File: config.mk
export PLATFORM = sky130hd
export DESIGN_NAME = branch_target_buffer_flat
export DESIGN_NICKNAME = d
export VERILOG_FILES = /design/src/rtl/btb_if.sv /design/src/rtl/branch_target_buffer.sv /design/src/flat_wrapper.sv
export SDC_FILE = /design/constraint.sdc
export NUM_CORES = 2
export LEC_CHECK = 0
export BUFFER_PORTS_ARGS = -buffer_cell sky130_fd_sc_hd__buf_2
export CORE_UTILIZATION = 45
export DETAILED_ROUTE_END_ITERATION = 7
export PLACE_DENSITY = 0.72
export SYNTH_ARGS = -nofsm -noshare
export SYNTH_HDL_FRONTEND = slang
export SYNTH_SLANG_ARGS = --single-unit
File: constraint.sdc
create_clock -name clk -period 14.2 [get_ports clk]
set_clock_uncertainty 0.05 [all_clocks]
set_input_delay 2.84 -clock clk [delete_from_list [all_inputs] [get_ports clk]]
set_output_delay 2.84 -clock clk [all_outputs]
set_load 0.05 [all_outputs]
File: src/rtl/btb_if.sv
// Fetch/execute-side bus of the branch target buffer: IF lookup, EX training,
// flush and statistics.
interface btb_if #(
  parameter int PC_W   = 32,
  parameter int STAT_W = 32
);
  logic [PC_W-1:0]   lu_pc;
  logic              lu_hit;
  logic              lu_taken;
  logic [PC_W-1:0]   lu_next_pc;
  logic              upd_en;
  logic [PC_W-1:0]   upd_pc;
  logic              upd_taken;
  logic [PC_W-1:0]   upd_target;
  logic              upd_uncond;
  logic              upd_mispred;
  logic              flush;
  logic [STAT_W-1:0] stat_br;
  logic [STAT_W-1:0] stat_misp;

  modport master (
    output lu_pc, upd_en, upd_pc, upd_taken, upd_target, upd_uncond, upd_mispred, flush,
    input  lu_hit, lu_taken, lu_next_pc, stat_br, stat_misp
  );
  modport slave (
    input  lu_pc, upd_en, upd_pc, upd_taken, upd_target, upd_uncond, upd_mispred, flush,
    output lu_hit, lu_taken, lu_next_pc, stat_br, stat_misp
  );
endinterface

File: src/rtl/branch_target_buffer.sv
// Direct-mapped flop-based BTB with saturating direction counters, 0-cycle
// lookup, EX-driven training, flush and saturating branch/mispredict stats.
module btb_entry #(
  parameter int TAG_W = 26,
  parameter int PC_W  = 32,
  parameter int CTR_W = 2
) (
  input  logic             clk,
  input  logic             rst,
  input  logic             wr,
  input  logic             flush,
  input  logic [TAG_W-1:0] wr_tag,
  input  logic [PC_W-1:0]  wr_target,
  input  logic [CTR_W-1:0] wr_ctr,
  output logic             valid,
  output logic [TAG_W-1:0] tag,
  output logic [PC_W-1:0]  target,
  output logic [CTR_W-1:0] ctr
);
  // Flush beats a same-cycle write so nothing survives a context switch.
  always_ff @(posedge clk or negedge rst) begin
    if (!rst) begin
      valid  <= 1'b0;
      tag    <= '0;
      target <= '0;
      ctr    <= '0;
    end else if (flush) begin
      valid  <= 1'b0;
    end else if (wr) begin
      valid  <= 1'b1;
      tag    <= wr_tag;
      target <= wr_target;
      ctr    <= wr_ctr;
    end
  end
endmodule

module branch_target_buffer #(
  parameter int ENTRIES = 16,
  parameter int PC_W    = 32,
  parameter int CTR_W   = 2,
  parameter int STAT_W  = 32
) (
  input  logic  clk,
  input  logic  rst,
  btb_if.slave  bus
);
  localparam int IDX_W = $clog2(ENTRIES);
  localparam int TAG_W = PC_W - 2 - IDX_W;
  localparam logic [CTR_W-1:0] CTR_MAX  = {CTR_W{1'b1}};
  localparam logic [CTR_W-1:0] CTR_WEAK = CTR_W'(1) << (CTR_W - 1);

  logic [ENTRIES-1:0]             valid;
  logic [ENTRIES-1:0][TAG_W-1:0]  tag;
  logic [ENTRIES-1:0][PC_W-1:0]   target;
  logic [ENTRIES-1:0][CTR_W-1:0]  ctr;

  logic [IDX_W-1:0]   lu_idx, u_idx;
  logic [TAG_W-1:0]   lu_tag, u_tag;
  logic               u_hit, u_tk, wr;
  logic [CTR_W-1:0]   cur_ctr, new_ctr;
  logic [PC_W-1:0]    new_target;
  logic [ENTRIES-1:0] wr_sel;
  logic [STAT_W-1:0]  stat_br, stat_misp;

  // Lookup reads registered state only, so same-cycle updates are invisible.
  assign lu_idx         = bus.lu_pc[2 +: IDX_W];
  assign lu_tag         = bus.lu_pc[PC_W-1 : 2+IDX_W];
  assign bus.lu_hit     = valid[lu_idx] && (tag[lu_idx] == lu_tag);
  assign bus.lu_taken   = bus.lu_hit && ctr[lu_idx][CTR_W-1];
  assign bus.lu_next_pc = bus.lu_taken ? target[lu_idx] : bus.lu_pc + PC_W'(4);

  assign u_idx   = bus.upd_pc[2 +: IDX_W];
  assign u_tag   = bus.upd_pc[PC_W-1 : 2+IDX_W];
  assign u_hit   = valid[u_idx] && (tag[u_idx] == u_tag);
  assign u_tk    = bus.upd_taken | bus.upd_uncond;  // illegal uncond/not-taken treated as taken
  assign cur_ctr = ctr[u_idx];
  assign wr      = bus.upd_en && (u_hit || u_tk);
  assign wr_sel  = wr ? (ENTRIES'(1) << u_idx) : '0;

  always_comb begin
    new_ctr    = cur_ctr;
    new_target = bus.upd_target;
    if (!u_hit)               new_ctr = bus.upd_uncond ? CTR_MAX : CTR_WEAK;
    else if (bus.upd_uncond)  new_ctr = CTR_MAX;
    else if (u_tk)            new_ctr = (cur_ctr == CTR_MAX) ? cur_ctr : cur_ctr + CTR_W'(1);
    else begin
      new_ctr    = (cur_ctr == '0) ? cur_ctr : cur_ctr - CTR_W'(1);
      new_target = target[u_idx];
    end
  end

  for (genvar g = 0; g < ENTRIES; g++) begin : g_ent
    btb_entry #(.TAG_W(TAG_W), .PC_W(PC_W), .CTR_W(CTR_W)) u_ent (
      .clk       (clk),
      .rst       (rst),
      .wr        (wr_sel[g]),
      .flush     (bus.flush),
      .wr_tag    (u_tag),
      .wr_target (new_target),
      .wr_ctr    (new_ctr),
      .valid     (valid[g]),
      .tag       (tag[g]),
      .target    (target[g]),
      .ctr       (ctr[g])
    );
  end

  always_ff @(posedge clk or negedge rst) begin
    if (!rst) begin
      stat_br   <= '0;
      stat_misp <= '0;
    end else begin
      if (bus.upd_en && stat_br != '1)                     stat_br   <= stat_br + STAT_W'(1);
      if (bus.upd_en && bus.upd_mispred && stat_misp != '1) stat_misp <= stat_misp + STAT_W'(1);
    end
  end

  assign bus.stat_br   = stat_br;
  assign bus.stat_misp = stat_misp;

  a_uncond_taken: assert property (@(posedge clk) disable iff (!rst)
    bus.upd_en |-> !(bus.upd_uncond && !bus.upd_taken));
endmodule

File: src/flat_wrapper.sv
// flat-port wrapper written by rule: the top's interface ports become plain ports
module branch_target_buffer_flat 
#(
  parameter int ENTRIES = 16,
  parameter int PC_W    = 32,
  parameter int CTR_W   = 2,
  parameter int STAT_W  = 32
)
  (clk, rst, bus_lu_pc, bus_upd_en, bus_upd_pc, bus_upd_taken, bus_upd_target, bus_upd_uncond, bus_upd_mispred, bus_flush, bus_lu_hit, bus_lu_taken, bus_lu_next_pc, bus_stat_br, bus_stat_misp);
  btb_if #(.PC_W(PC_W), .STAT_W(STAT_W)) bus_i ();
  input  logic clk;
  input  logic rst;
  input wire logic [$bits(bus_i.lu_pc)-1:0] bus_lu_pc;
  input wire logic [$bits(bus_i.upd_en)-1:0] bus_upd_en;
  input wire logic [$bits(bus_i.upd_pc)-1:0] bus_upd_pc;
  input wire logic [$bits(bus_i.upd_taken)-1:0] bus_upd_taken;
  input wire logic [$bits(bus_i.upd_target)-1:0] bus_upd_target;
  input wire logic [$bits(bus_i.upd_uncond)-1:0] bus_upd_uncond;
  input wire logic [$bits(bus_i.upd_mispred)-1:0] bus_upd_mispred;
  input wire logic [$bits(bus_i.flush)-1:0] bus_flush;
  output wire logic [$bits(bus_i.lu_hit)-1:0] bus_lu_hit;
  output wire logic [$bits(bus_i.lu_taken)-1:0] bus_lu_taken;
  output wire logic [$bits(bus_i.lu_next_pc)-1:0] bus_lu_next_pc;
  output wire logic [$bits(bus_i.stat_br)-1:0] bus_stat_br;
  output wire logic [$bits(bus_i.stat_misp)-1:0] bus_stat_misp;
  assign bus_i.lu_pc = bus_lu_pc;
  assign bus_i.upd_en = bus_upd_en;
  assign bus_i.upd_pc = bus_upd_pc;
  assign bus_i.upd_taken = bus_upd_taken;
  assign bus_i.upd_target = bus_upd_target;
  assign bus_i.upd_uncond = bus_upd_uncond;
  assign bus_i.upd_mispred = bus_upd_mispred;
  assign bus_i.flush = bus_flush;
  assign bus_lu_hit = bus_i.lu_hit;
  assign bus_lu_taken = bus_i.lu_taken;
  assign bus_lu_next_pc = bus_i.lu_next_pc;
  assign bus_stat_br = bus_i.stat_br;
  assign bus_stat_misp = bus_i.stat_misp;
  branch_target_buffer #(.ENTRIES(ENTRIES), .PC_W(PC_W), .CTR_W(CTR_W), .STAT_W(STAT_W)) u_core (.clk(clk), .rst(rst), .bus(bus_i));
endmodule
==> flow_summary.yaml <==
outcome:
  status: "finished with violations"
  violations: "DRC"
synth:
  syn_avg_cell_area_um2: 15.4
  synthArstFlopShare_pct: 100
  synth.area.top_cells: "dfrtp_1 46%, mux4_2 21%, mux2_2 19%"
  synth_ff_type: "dfrtp_1"
  synth_cell_types: 68
  ys_ff_latch: 1040
  netlist.area_leader.share_pct: 46.3
  synth_cells: 3640
  ys_warn_count: 0
  synth_nets: 3746
  syn_area_mm2: 0.0562
  yosys.area.top_type: "dfrtp_1"
  synth-edff-count: 0
  yosysSeqAreaShare_pct: 46.3
worst_setup_path:
  worst_path_most_repeated_cell: "nor2b_1"
  end_kind: "output port"
  crit_path_top_delay_cell: "nor4_1"
  cp.buffers_inverters: 3
  crit_path_start: "bus_lu_pc[2]"
  cp_data_required_time_ns: 11.31
  cp_top_family: "simple AND/OR/NAND/NOR gates"
  cp-start-kind: "input pin"
  crit_chain: "buf_8 -> buf_4 -> mux4_2 -> nor2b_1 -> a211oi_1 -> a21oi_1 -> xor2_1 -> or4b_1 -> or4_1 -> nor4_1 -> nor2b_1 -> buf_2"
  r2r_start: "u_core.g_ent[7].u_ent.tag[4]"
  critPathArrivalTime_ns: 8.04
  critPathMaxStageDelay_ns: 1.08
  worstPathMaxFanout: 60
  critPathKind: "in -> out"
sta:
  drv_slew: 0
  finalSetupViolations: 0
  hold_viol: 0
  final.setup.tns_ns: 0
  max_freq_ghz: 0.0915
  slew_headroom_pct: 5.05
  rsz0062_at_grt: "false"
  finalCritPeriodShare_pct: 77.0
  tightest_slew_ns: 1.41
  min_period_ns: 10.93
grt:
  grt_first_pass_wirelength_um: 234000
  grt_pass1_vias: 35891
  grt_antenna_before_repair: 22
  grt.overflow.total: 0
  grt_max_degree: 184
  grt.total_usage_pct: 24.6
floorplan:
  dieArea_mm2: 0.126
  rows: 129
  core_mm2: 0.124
  die_x_um: 355
  start_util_pct: 45.4
  io_pins: 201
  die_height_um: 355
routing:
  final_antenna_net_count: 0
  vias: 34255
  first_pass_iters: 8
  wl_per_cell_um: 28.3
  via_per_inst: 6.33
  wl_um: 153000
  drc: 68
  drtIter0Drc: 3182
final_layout:
  finalNetCount: 3784
  postLayoutCoreUtil_pct: 50.4
  layout-drive-gt1-share_pct: 52.3
  final_cell_mix: "1,040 x dfrtp_1, 968 x mux2_2, 526 x mux4_2"
  area_growth_pct: 11.0
  final_common_cell: "dfrtp_1"
  fill_cells: 10222
  regArea_mm2: 0.0260
  multiInputGateArea_mm2: 0.0286
place:
  dp_hpwl_um: 89600
  portBuffers: 198
  gp_congestion: 0.842
clocking:
  cts-root-buf: "clkbuf_16"
  ctsResizeCount: 0
  cts_num_sinks: 1040
  post_cts_buffers: 0
  cts_buffer_depth: 3
  clkTransAtPathRegs_ns: 0.06
  clock_latency_ns: 0.71
  htreeDepth: 3
  tritoncts: "yes"
  cts_made_buffers: 112
  cts_hold_buf: 0
flow_run:
  max_cap_viol_count: 0
power:
  combPwrFrac_pct: 19.4
  peakVddDrop_uv: 107
  power.share.switching_pct: 26.6
  switchingPower_uw: 2310
  p_leak_uw: 0.0270
  clkPwrFrac_pct: 36.5
  seq_power_share_pct: 44.1
  internal_power_uw: 6380
  p_per_area_mw_per_mm2: 139
worst_hold_path:
  min_from: "u_core.bus.stat_misp[10]"
  hp-class: "reg -> reg"
Yosys cell counts, types with 25 or more instances:
master,count
mux4_2,526
mux2i_1,104
dfrtp_1,1040
nand3_1,43
clkbuf_1,117
mux2_1,64
nand2_1,79
xnor2_1,99
buf_1,44
nand4_1,25
mux2_2,968
buf_2,146
nor2_1,43
xor2_1,49
stage by stage:
step	setup slack, ns	cells	area (um2)	power [uW]	hold slack, ns
2_1_floorplan	3.41	3640	56200	5070	0.402
3_3_place_gp	3.31	5201	58300	5480	0.417
3_5_place_dp	3.31	5201	58300	5560	0.424
4_1_cts	3.29	5410	62300	8730	0.436
5_1_grt	3.01	5411	62300	9040	0.458
6_report	3.27	5415	62400	8690	0.435
sequential cells by signal, indices dropped and copies added (netlist names):
signal                     count
u_core.g_ent.u_ent.valid      16
u_core.bus.stat_br            32
u_core.g_ent.u_ent.target    512
u_core.g_ent.u_ent.ctr        32
u_core.g_ent.u_ent.tag       416
u_core.bus.stat_misp          32
metal layers:
metal | wire, um | part of all wire (%) | track usage (%)
met1 | 63900 | 42 | 34.2
met2 | 71800 | 47 | 38.1
met3 | 12300 | 8.1 | 5.75
met4 | 4780 | 3.1 | 8.16
met5 | 189 | 0.12 | 0
cells by family after synthesis:
| family | count (synthesis) | share of synthesized area (%) |
|---|---|---|
| and+or+nand+nor | 304 | 2.87 |
| AOI/OAI and AO/OA | 129 | 1.74 |
| xor gates and xnor gates | 148 | 2.31 |
| adders and majority gates | 5 | 0.102 |
| muxes | 1662 | 43.6 |
| DFF | 1040 | 46.3 |
| buffers and inverters | 352 | 3.00 |
power groups by stage:
stage | combinational [uW] | clock (uW) | sequential (uW)
2_1_floorplan | 1260 | 0 | 3810
3_3_place_gp | 1650 | 0 | 3830
3_5_place_dp | 1690 | 0 | 3870
4_1_cts | 1690 | 3220 | 3820
5_1_grt | 1800 | 3340 | 3900
6_report | 1690 | 3170 | 3830
worst paths after layout:
check / cells after the start / endpoint / slack (ns)
max in group asynchronous: 3 / u_core.g_ent[2].u_ent.target[27] / 9.65
min in group asynchronous: 1 / u_core.g_ent[5].u_ent.target[12] / 2.16
worst min-delay path: 1 / u_core.bus.stat_misp[10] / 0.44
worst max-delay path: 12 / bus_lu_taken / 3.27
worst max register to register: 10 / u_core.g_ent[7].u_ent.target[7] / 8.08
worst min register to register: 1 / u_core.bus.stat_misp[10] / 0.44
layout make-up:
type | count | share of cell area [%]
repair buffers | 263 | 2.57
clock inverters | 38 | 1.05
clock buffers | 171 | 5.46
multi-input cells | 2248 | 45.8
well taps | 1637 | 3.28
flip-flops and latches | 1040 | 41.7
inverters | 13 | 0.0823
diodes | 5 | 0.0201
No activity file was read; power rests on OpenSTA's default activity.
